**config.mk**
```make
export PLATFORM = sky130hd
export DESIGN_NAME = alu_arbiter
export DESIGN_NICKNAME = d
export VERILOG_FILES = /design/src/rtl/alu_arbiter.sv
export SDC_FILE = /design/constraint.sdc
export NUM_CORES = 1
export LEC_CHECK = 0
export BUFFER_PORTS_ARGS = -buffer_cell sky130_fd_sc_hd__clkbuf_2
export CAP_MARGIN = 10
export CORE_ASPECT_RATIO = 2
export CORE_MARGIN = 5
export CORE_UTILIZATION = 38
export CTS_CLUSTER_DIAMETER = 30
export DETAILED_ROUTE_END_ITERATION = 6
export GPL_TIMING_DRIVEN = 0
export HOLD_SLACK_MARGIN = 0.06
export PLACE_DENSITY = 0.74
export RECOVER_POWER = 50
export REMOVE_ABC_BUFFERS = 1
export SLEW_MARGIN = 15
export SYNTH_ARGS = -nofsm -noshare
export SYNTH_HDL_FRONTEND = slang
export SYNTH_SLANG_ARGS = --single-unit
```
**constraint.sdc**
```tcl
create_clock -name clk -period 1.6 [get_ports clk]
set_clock_uncertainty 0.2 [all_clocks]
set_input_delay 0.16 -clock clk [delete_from_list [all_inputs] [get_ports clk]]
set_output_delay 0.16 -clock clk [all_outputs]
set_load 0.02 [all_outputs]
```
**src/rtl/alu_arbiter.sv**
```systemverilog
// Two-requester arbiter in front of a shared combinational ALU.
// One operation in flight at a time: IDLE (accept) -> EXEC (compute) -> RESP (handshake).
module alu_arbiter #(
    parameter int RR_EN = 1
) (
    input  logic       clk,
    input  logic       rst_n,

    input  logic       req0_valid,
    output logic       req0_ready,
    input  logic [6:0] req0_op,
    input  logic [7:0] req0_a,
    input  logic [7:0] req0_b,

    input  logic       req1_valid,
    output logic       req1_ready,
    input  logic [6:0] req1_op,
    input  logic [7:0] req1_a,
    input  logic [7:0] req1_b,

    output logic       rsp0_valid,
    input  logic       rsp0_ready,
    output logic [7:0] rsp0_data,

    output logic       rsp1_valid,
    input  logic       rsp1_ready,
    output logic [7:0] rsp1_data,

    output logic [7:0] alu_in1,
    output logic [7:0] alu_in2,
    output logic [1:0] alu_op,
    output logic [1:0] alu_branch_sel,
    output logic       alu_sub,
    output logic       alu_branch,
    output logic       alu_shift_left,
    input  logic [7:0] alu_out,

    output logic       busy
);

    typedef enum logic [1:0] {
        IDLE = 2'd0,
        EXEC = 2'd1,
        RESP = 2'd2
    } state_t;

    state_t     state_r;
    state_t     state_nxt_s;

    logic       last_grant_r;
    logic       owner_r;
    logic [6:0] op_r;
    logic [7:0] a_r;
    logic [7:0] b_r;
    logic [7:0] result_r;

    logic       winner_s;
    logic       accept_s;
    logic       rsp_ack_s;

    // Winner selection; only meaningful while some request is valid.
    always_comb begin
        winner_s = 1'b0;
        if (req0_valid && req1_valid) begin
            if (RR_EN != 0) begin
                winner_s = ~last_grant_r;
            end else begin
                winner_s = 1'b0;
            end
        end else if (req1_valid) begin
            winner_s = 1'b1;
        end else begin
            winner_s = 1'b0;
        end
    end

    // Response handshake comes from whichever requester owns the operation.
    always_comb begin
        if (owner_r) begin
            rsp_ack_s = rsp1_ready;
        end else begin
            rsp_ack_s = rsp0_ready;
        end
    end

    // Next-state and handshake outputs; ready is gated by rst_n so it drops during reset.
    always_comb begin
        state_nxt_s = state_r;
        accept_s    = 1'b0;
        req0_ready  = 1'b0;
        req1_ready  = 1'b0;
        rsp0_valid  = 1'b0;
        rsp1_valid  = 1'b0;
        busy        = 1'b1;
        case (state_r)
            IDLE: begin
                busy = 1'b0;
                if (rst_n && (req0_valid || req1_valid)) begin
                    accept_s    = 1'b1;
                    state_nxt_s = EXEC;
                    if (winner_s) begin
                        req1_ready = 1'b1;
                    end else begin
                        req0_ready = 1'b1;
                    end
                end else begin
                    state_nxt_s = IDLE;
                end
            end
            EXEC: begin
                state_nxt_s = RESP;
            end
            RESP: begin
                if (owner_r) begin
                    rsp1_valid = 1'b1;
                end else begin
                    rsp0_valid = 1'b1;
                end
                if (rsp_ack_s) begin
                    state_nxt_s = IDLE;
                end else begin
                    state_nxt_s = RESP;
                end
            end
            default: begin
                busy        = 1'b0;
                state_nxt_s = IDLE;
            end
        endcase
    end

    // Result data is forced to zero whenever its valid is low.
    always_comb begin
        rsp0_data = 8'd0;
        rsp1_data = 8'd0;
        if (rsp0_valid) begin
            rsp0_data = result_r;
        end else begin
            rsp0_data = 8'd0;
        end
        if (rsp1_valid) begin
            rsp1_data = result_r;
        end else begin
            rsp1_data = 8'd0;
        end
    end

    // State register.
    always_ff @(posedge clk or negedge rst_n) begin
        if (!rst_n) begin
            state_r <= IDLE;
        end else begin
            state_r <= state_nxt_s;
        end
    end

    // Grant history and current owner; last_grant resets to 1 so requester 0 wins the first tie.
    always_ff @(posedge clk or negedge rst_n) begin
        if (!rst_n) begin
            last_grant_r <= 1'b1;
            owner_r      <= 1'b0;
        end else if (accept_s) begin
            last_grant_r <= winner_s;
            owner_r      <= winner_s;
        end else begin
            last_grant_r <= last_grant_r;
            owner_r      <= owner_r;
        end
    end

    // Operation capture; these registers only move on the accept edge.
    always_ff @(posedge clk or negedge rst_n) begin
        if (!rst_n) begin
            op_r <= 7'd0;
            a_r  <= 8'd0;
            b_r  <= 8'd0;
        end else if (accept_s) begin
            if (winner_s) begin
                op_r <= req1_op;
                a_r  <= req1_a;
                b_r  <= req1_b;
            end else begin
                op_r <= req0_op;
                a_r  <= req0_a;
                b_r  <= req0_b;
            end
        end else begin
            op_r <= op_r;
            a_r  <= a_r;
            b_r  <= b_r;
        end
    end

    // ALU result is sampled at the closing edge of the single EXEC cycle.
    always_ff @(posedge clk or negedge rst_n) begin
        if (!rst_n) begin
            result_r <= 8'd0;
        end else if (state_r == EXEC) begin
            result_r <= alu_out;
        end else begin
            result_r <= result_r;
        end
    end

    assign alu_in1        = a_r;
    assign alu_in2        = b_r;
    assign alu_op         = op_r[6:5];
    assign alu_branch_sel = op_r[4:3];
    assign alu_sub        = op_r[2];
    assign alu_branch     = op_r[1];
    assign alu_shift_left = op_r[0];

endmodule

```
**Word-level counts from Yosys, hierarchy flattened**

Cells that the tools add are included.

- Register bits: 35
- Latch bits: 0
- RAM bits: 0
- ROM bits: 0
- Input bits: 60
- Logic and storage cells: 39
- Memories: 0

- Add/sub/neg operators: 0
- Multipliers: 0
- Divide/modulo/power cells: 0
- Order comparisons: 0
- Equal/unequal tests: 2
- Shift-type cells: 0
- Mux-type cells: 24
- Bitwise operators: 1
- Reductions and logical operators: 5

Operators by type and width:

| kind | number |
|---|---|
| 2-to-1 mux 8 bit | 4 |
| 2-to-1 mux 1 bit | 17 |
| 2-to-1 mux 7 bit | 1 |
| one-hot mux 2 bit (3 select lines) | 1 |
| == test 2 x 1 -> 1 bit (second input constant) | 1 |
| == test 2 bit (second input constant) | 1 |
| logical AND 1 bit | 2 |
| logical NOT 2 bit | 1 |
| 2-to-1 mux 2 bit | 1 |
| OR reduction 2 bit | 1 |
| logical OR 1 bit | 1 |
| NOT 1 bit | 1 |

**Logic depth before layout (Yosys ltp)**

- Depth after elaboration: 5
- Mapped depth: 6

**Worst setup path before layout**

OpenSTA, ideal clock, no wires.

- Path kind: flip-flop to output port
- From: register state_r[0]
- To: output port rsp0_data[0]
- Data arrival time: 1.339 ns
- Required time: 1.240 ns
- Path slack: -0.099 ns
- Stages on the path, launching flop included: 6
- Path through: dfrtp_1 > inv_1 > ha_1 > nor2b_1 > clkbuf_1 > and2_1

- Longest elaborated chain between the ends: 3

Ends and longest elaborated chain:

| element | line | source |
|---|---|---|
| from (decl) | 47 | `state_t state_r;` |
| from (signal assigned) | 153 | `state_r <= state_nxt_s;` |
| == test 2 bit | 95 | `case (state_r)` |
| 2-to-1 mux 1 bit | 95 |  |
| named net rsp0_valid | 21 | `output logic rsp0_valid,` |
| 2-to-1 mux 8 bit | 136 | `if (rsp0_valid) begin` |
| to (decl) | 23 | `output logic [7:0] rsp0_data,` |

The timed path passes the listed nets, and every way through them passes these cells.

**Worst setup path in the final report**

- From: register state_r[1]
- To: output port req1_ready

- Longest elaborated chain between the ends: 2

Ends and longest elaborated chain:

| element | line | source |
|---|---|---|
| logical NOT 2 bit | 95 |  |
| 2-to-1 mux 1 bit | 95 |  |
| to (decl) | 16 | `output logic req1_ready,` |

No other way between the ends.

==> impl_metrics.py <==
metrics = {
    "status": {
        "status": "complete, but fails checks",
        "violations": "hold timing, setup timing",
    },
    "floorplanning": {
        "die_w_um": 56.9,
        "dieArea_mm2": 0.00591,
        "ios": 104,
        "start_util_pct": 38.9,
        "num_rows": 34,
        "core_mm2": 0.00430,
        "die_y_um": 104,
    },
    "yosys": {
        "synth-simple-area-share_pct": 16.2,
        "synthAdderAreaFrac_pct": 2.24,
        "yosys_warnings": 0,
        "syn_area_per_cell_um2": 12.5,
        "ys_ff_latch": 35,
        "syn-cell-area_mm2": 0.00167,
        "yosysUniqueCellTypes": 20,
        "yosysSeqAreaShare_pct": 52.4,
        "yosys.area_share.xor_xnor_pct": 0,
        "synth_compound_area_share_pct": 17.7,
        "synthCells": 134,
        "synth_mux_area_share_pct": 5.98,
        "synth_top_family_by_area": "compound AO/OA/AOI/OAI gates",
    },
    "cells_and_area": {
        "layout_common_cells": "clkbuf_2, dlygate4sd3_1, dfrtp_1, a221o_1, and2_4",
        "antennaDiodeCount": 0,
        "layout_commonest_cell": "clkbuf_2",
        "drive_above_1_share_pct": 57.7,
        "nNetsFinal": 379,
        "finish.utilization_pct": 81.4,
        "seqCellArea_um2": 878,
        "fin_area_mm2": 0.00350,
        "nFillCells": 232,
        "area_growth_pct": 109,
        "multi_input_area_um2": 961,
    },
    "critical_path": {
        "start_kind": "register",
        "crit_path_end_kind": "primary output",
        "arrival_ns": 1.52,
        "worst_ep_required_time_ns": 1.24,
        "worst-setup-path-type": "register to primary output",
        "crit_fanout": 5,
    },
    "global_route": {
        "grt_pass1_wl_um": 11100,
        "grt_pass1_vias": 2127,
        "grt_max_degree": 39,
        "gr-total-overflow": 0,
        "grt_antenna_before_repair": 0,
        "grtUsageTotal_pct": 24.6,
    },
    "sta": {
        "min_period_ns": 1.88,
        "finalHoldViolations": 34,
        "rsz0062_at_grt": "yes",
        "fin_crit_sh_pct": 118,
        "worst_pin_slew_ns": 0.657,
        "finalMaxSlewViolations": 0,
        "setup_ws_ns": -0.280,
        "timing.fmax_ghz": 0.532,
        "setup_viol": 53,
        "slew_headroom_pct": 56.2,
        "whs_ns": -0.272,
    },
    "route": {
        "wl_um": 7910,
        "ant_nets": 0,
        "drt_iter0_drc": 47,
        "via_count": 1980,
        "drc": 0,
        "vias_per_cell": 5.34,
        "wl_per_cell_um": 21.3,
        "dr.pass1.iters": 4,
    },
    "clocking": {
        "clkTransAtPathRegs_ns": 0.08,
        "cts-htree-levels": 2,
        "cts_made_buffers": 5,
        "tritoncts": "built",
        "cts-root-buf": "clkbuf_8",
        "cts_buffer_depth": 2,
        "clk_latency_ns": 0.28,
        "postCtsHoldBufs": 56,
        "cts.sinks": 35,
    },
    "run": {
        "maxCapViolations": 0,
    },
    "pwr": {
        "peakVddDrop_mv": 0.928,
        "p_leak_nw": 1.69,
        "p_per_area_mw_per_mm2": 1590,
    },
    "placement": {
        "dp_hpwl_um": 3500,
        "gp_congestion": 0.712,
        "port_buffers": 103,
        "pre_cts_ws_ns": -1.16,
        "post_dp_cell_area_mm2": 0.00218,
    },
    "min_path": {
        "hp-class": "input port to asynchronous set/reset pin",
    },
}
==> final timing paths <==
kind / from / endpoint / slack (ns) / depth (start not counted)
setup / recovery: state_r[1]$_DFF_PN0_ / req1_ready / -0.28 / 5
hold / removal: rst_n / result_r[0]$_DFFE_PN0N_ / -0.27 / 1
setup reg to reg: state_r[1]$_DFF_PN0_ / alu_in1[7]$_DFFE_PN0P_ / -0.22 / 6
hold reg to reg: result_r[3]$_DFFE_PN0N_ / result_r[3]$_DFFE_PN0N_ / 0.37 / 1
max in group asynchronous: rst_n / owner_r$_DFFE_PN0P_ / 1.00 / 1
min in group clk: result_r[3]$_DFFE_PN0N_ / result_r[3]$_DFFE_PN0N_ / 0.37 / 1
==> where the power goes <==
group	internal [mW]	switching [mW]	leakage [nW]
combinational	1.55	1.47	1.20
clock	0.464	0.338	0.0581
sequential	1.33	0.405	0.427
total	3.35	2.22	1.69
==> synthesized netlist by cell type <==
master	n	area share, %
buf_4	2	0.90
nor2b_1	1	0.37
and3_1	8	3.0
a21oi_4	1	0.97
dfstp_2	1	1.6
mux2i_1	1	0.60
inv_1	4	0.90
a21oi_2	1	0.52
a221o_1	23	14
o211ai_4	1	1.3
buf_6	4	2.7
and2_0	23	8.6
and2_1	9	3.4
ha_1	3	2.2
mux2_2	8	5.4
nand3_1	3	0.90
o21ai_0	1	0.30
a21o_1	2	0.90
clkbuf_1	4	0.90
dfrtp_1	34	51
==> sequential cells by signal (all words and copies together) (netlist names) <==
name          flops
alu_in1           8
alu_in2           8
result_r          8
op_r              7
state_r           2
last_grant_r      1
owner_r           1
==> metrics by stage <==
step / setup TNS [ns] / std cells / hold slack (ns) / power, mW
4_1_cts: -8.74 / 356 / -0.304 / 4.93
6_report: -9.62 / 371 / -0.272 / 5.56
3_3_place_gp: -29.03 / 281 / 0.139 / 3.54
3_5_place_dp: -30.76 / 281 / 0.142 / 3.59
2_1_floorplan: -11.81 / 124 / -0.336 / 2.86
5_1_grt: -12.56 / 371 / -0.232 / 5.80
==> cell families (layout without fill, tap and decap cells) <==
kind of cell | count (synthesis) | after routing
flops | 35 | 35
compound gates | 29 | 34
mux | 9 | 9
fa+ha+maj | 3 | 3
buf+inv | 14 | 191
simple gates | 44 | 45
==> critical path: stages, from the launching register on <==
cell     delay [ns]
dfrtp_1        0.44
inv_2          0.11
ha_4           0.19
nand3_4        0.10
a21oi_4        0.23
buf_8          0.15
==> final cells by class <==
class	instances	share of cell area (%)
timing repair buffer	179	41.8
multi-input combinational	91	27.5
sequential	35	25.1
clock buffer	5	1.97
tap	54	1.93
clock inverter	3	1.25
inverter	4	0.429
==> per-layer routing <==
layer / GRT usage [%] / up-vias / wire, um / share of wire [%]
li1: - / 872 / - / -
met1: 25.0 / 975 / 2760 / 35
met2: 43.5 / 106 / 4350 / 55
met3: 5.35 / 27 / 421 / 5.3
met4: 15.3 / 0 / 383 / 4.8
met5: 0 / - / 0 / 0
==> what timing repair did <==
item                                    CTS  global route
pin swaps                                 1            36
resized for setup                        63            62
cloned                                    3             3
buffers inserted                          8            15
endpoints found under the setup margin   45            54
hold endpoints to repair                 67            34
(Power assumes the default switching activity.)
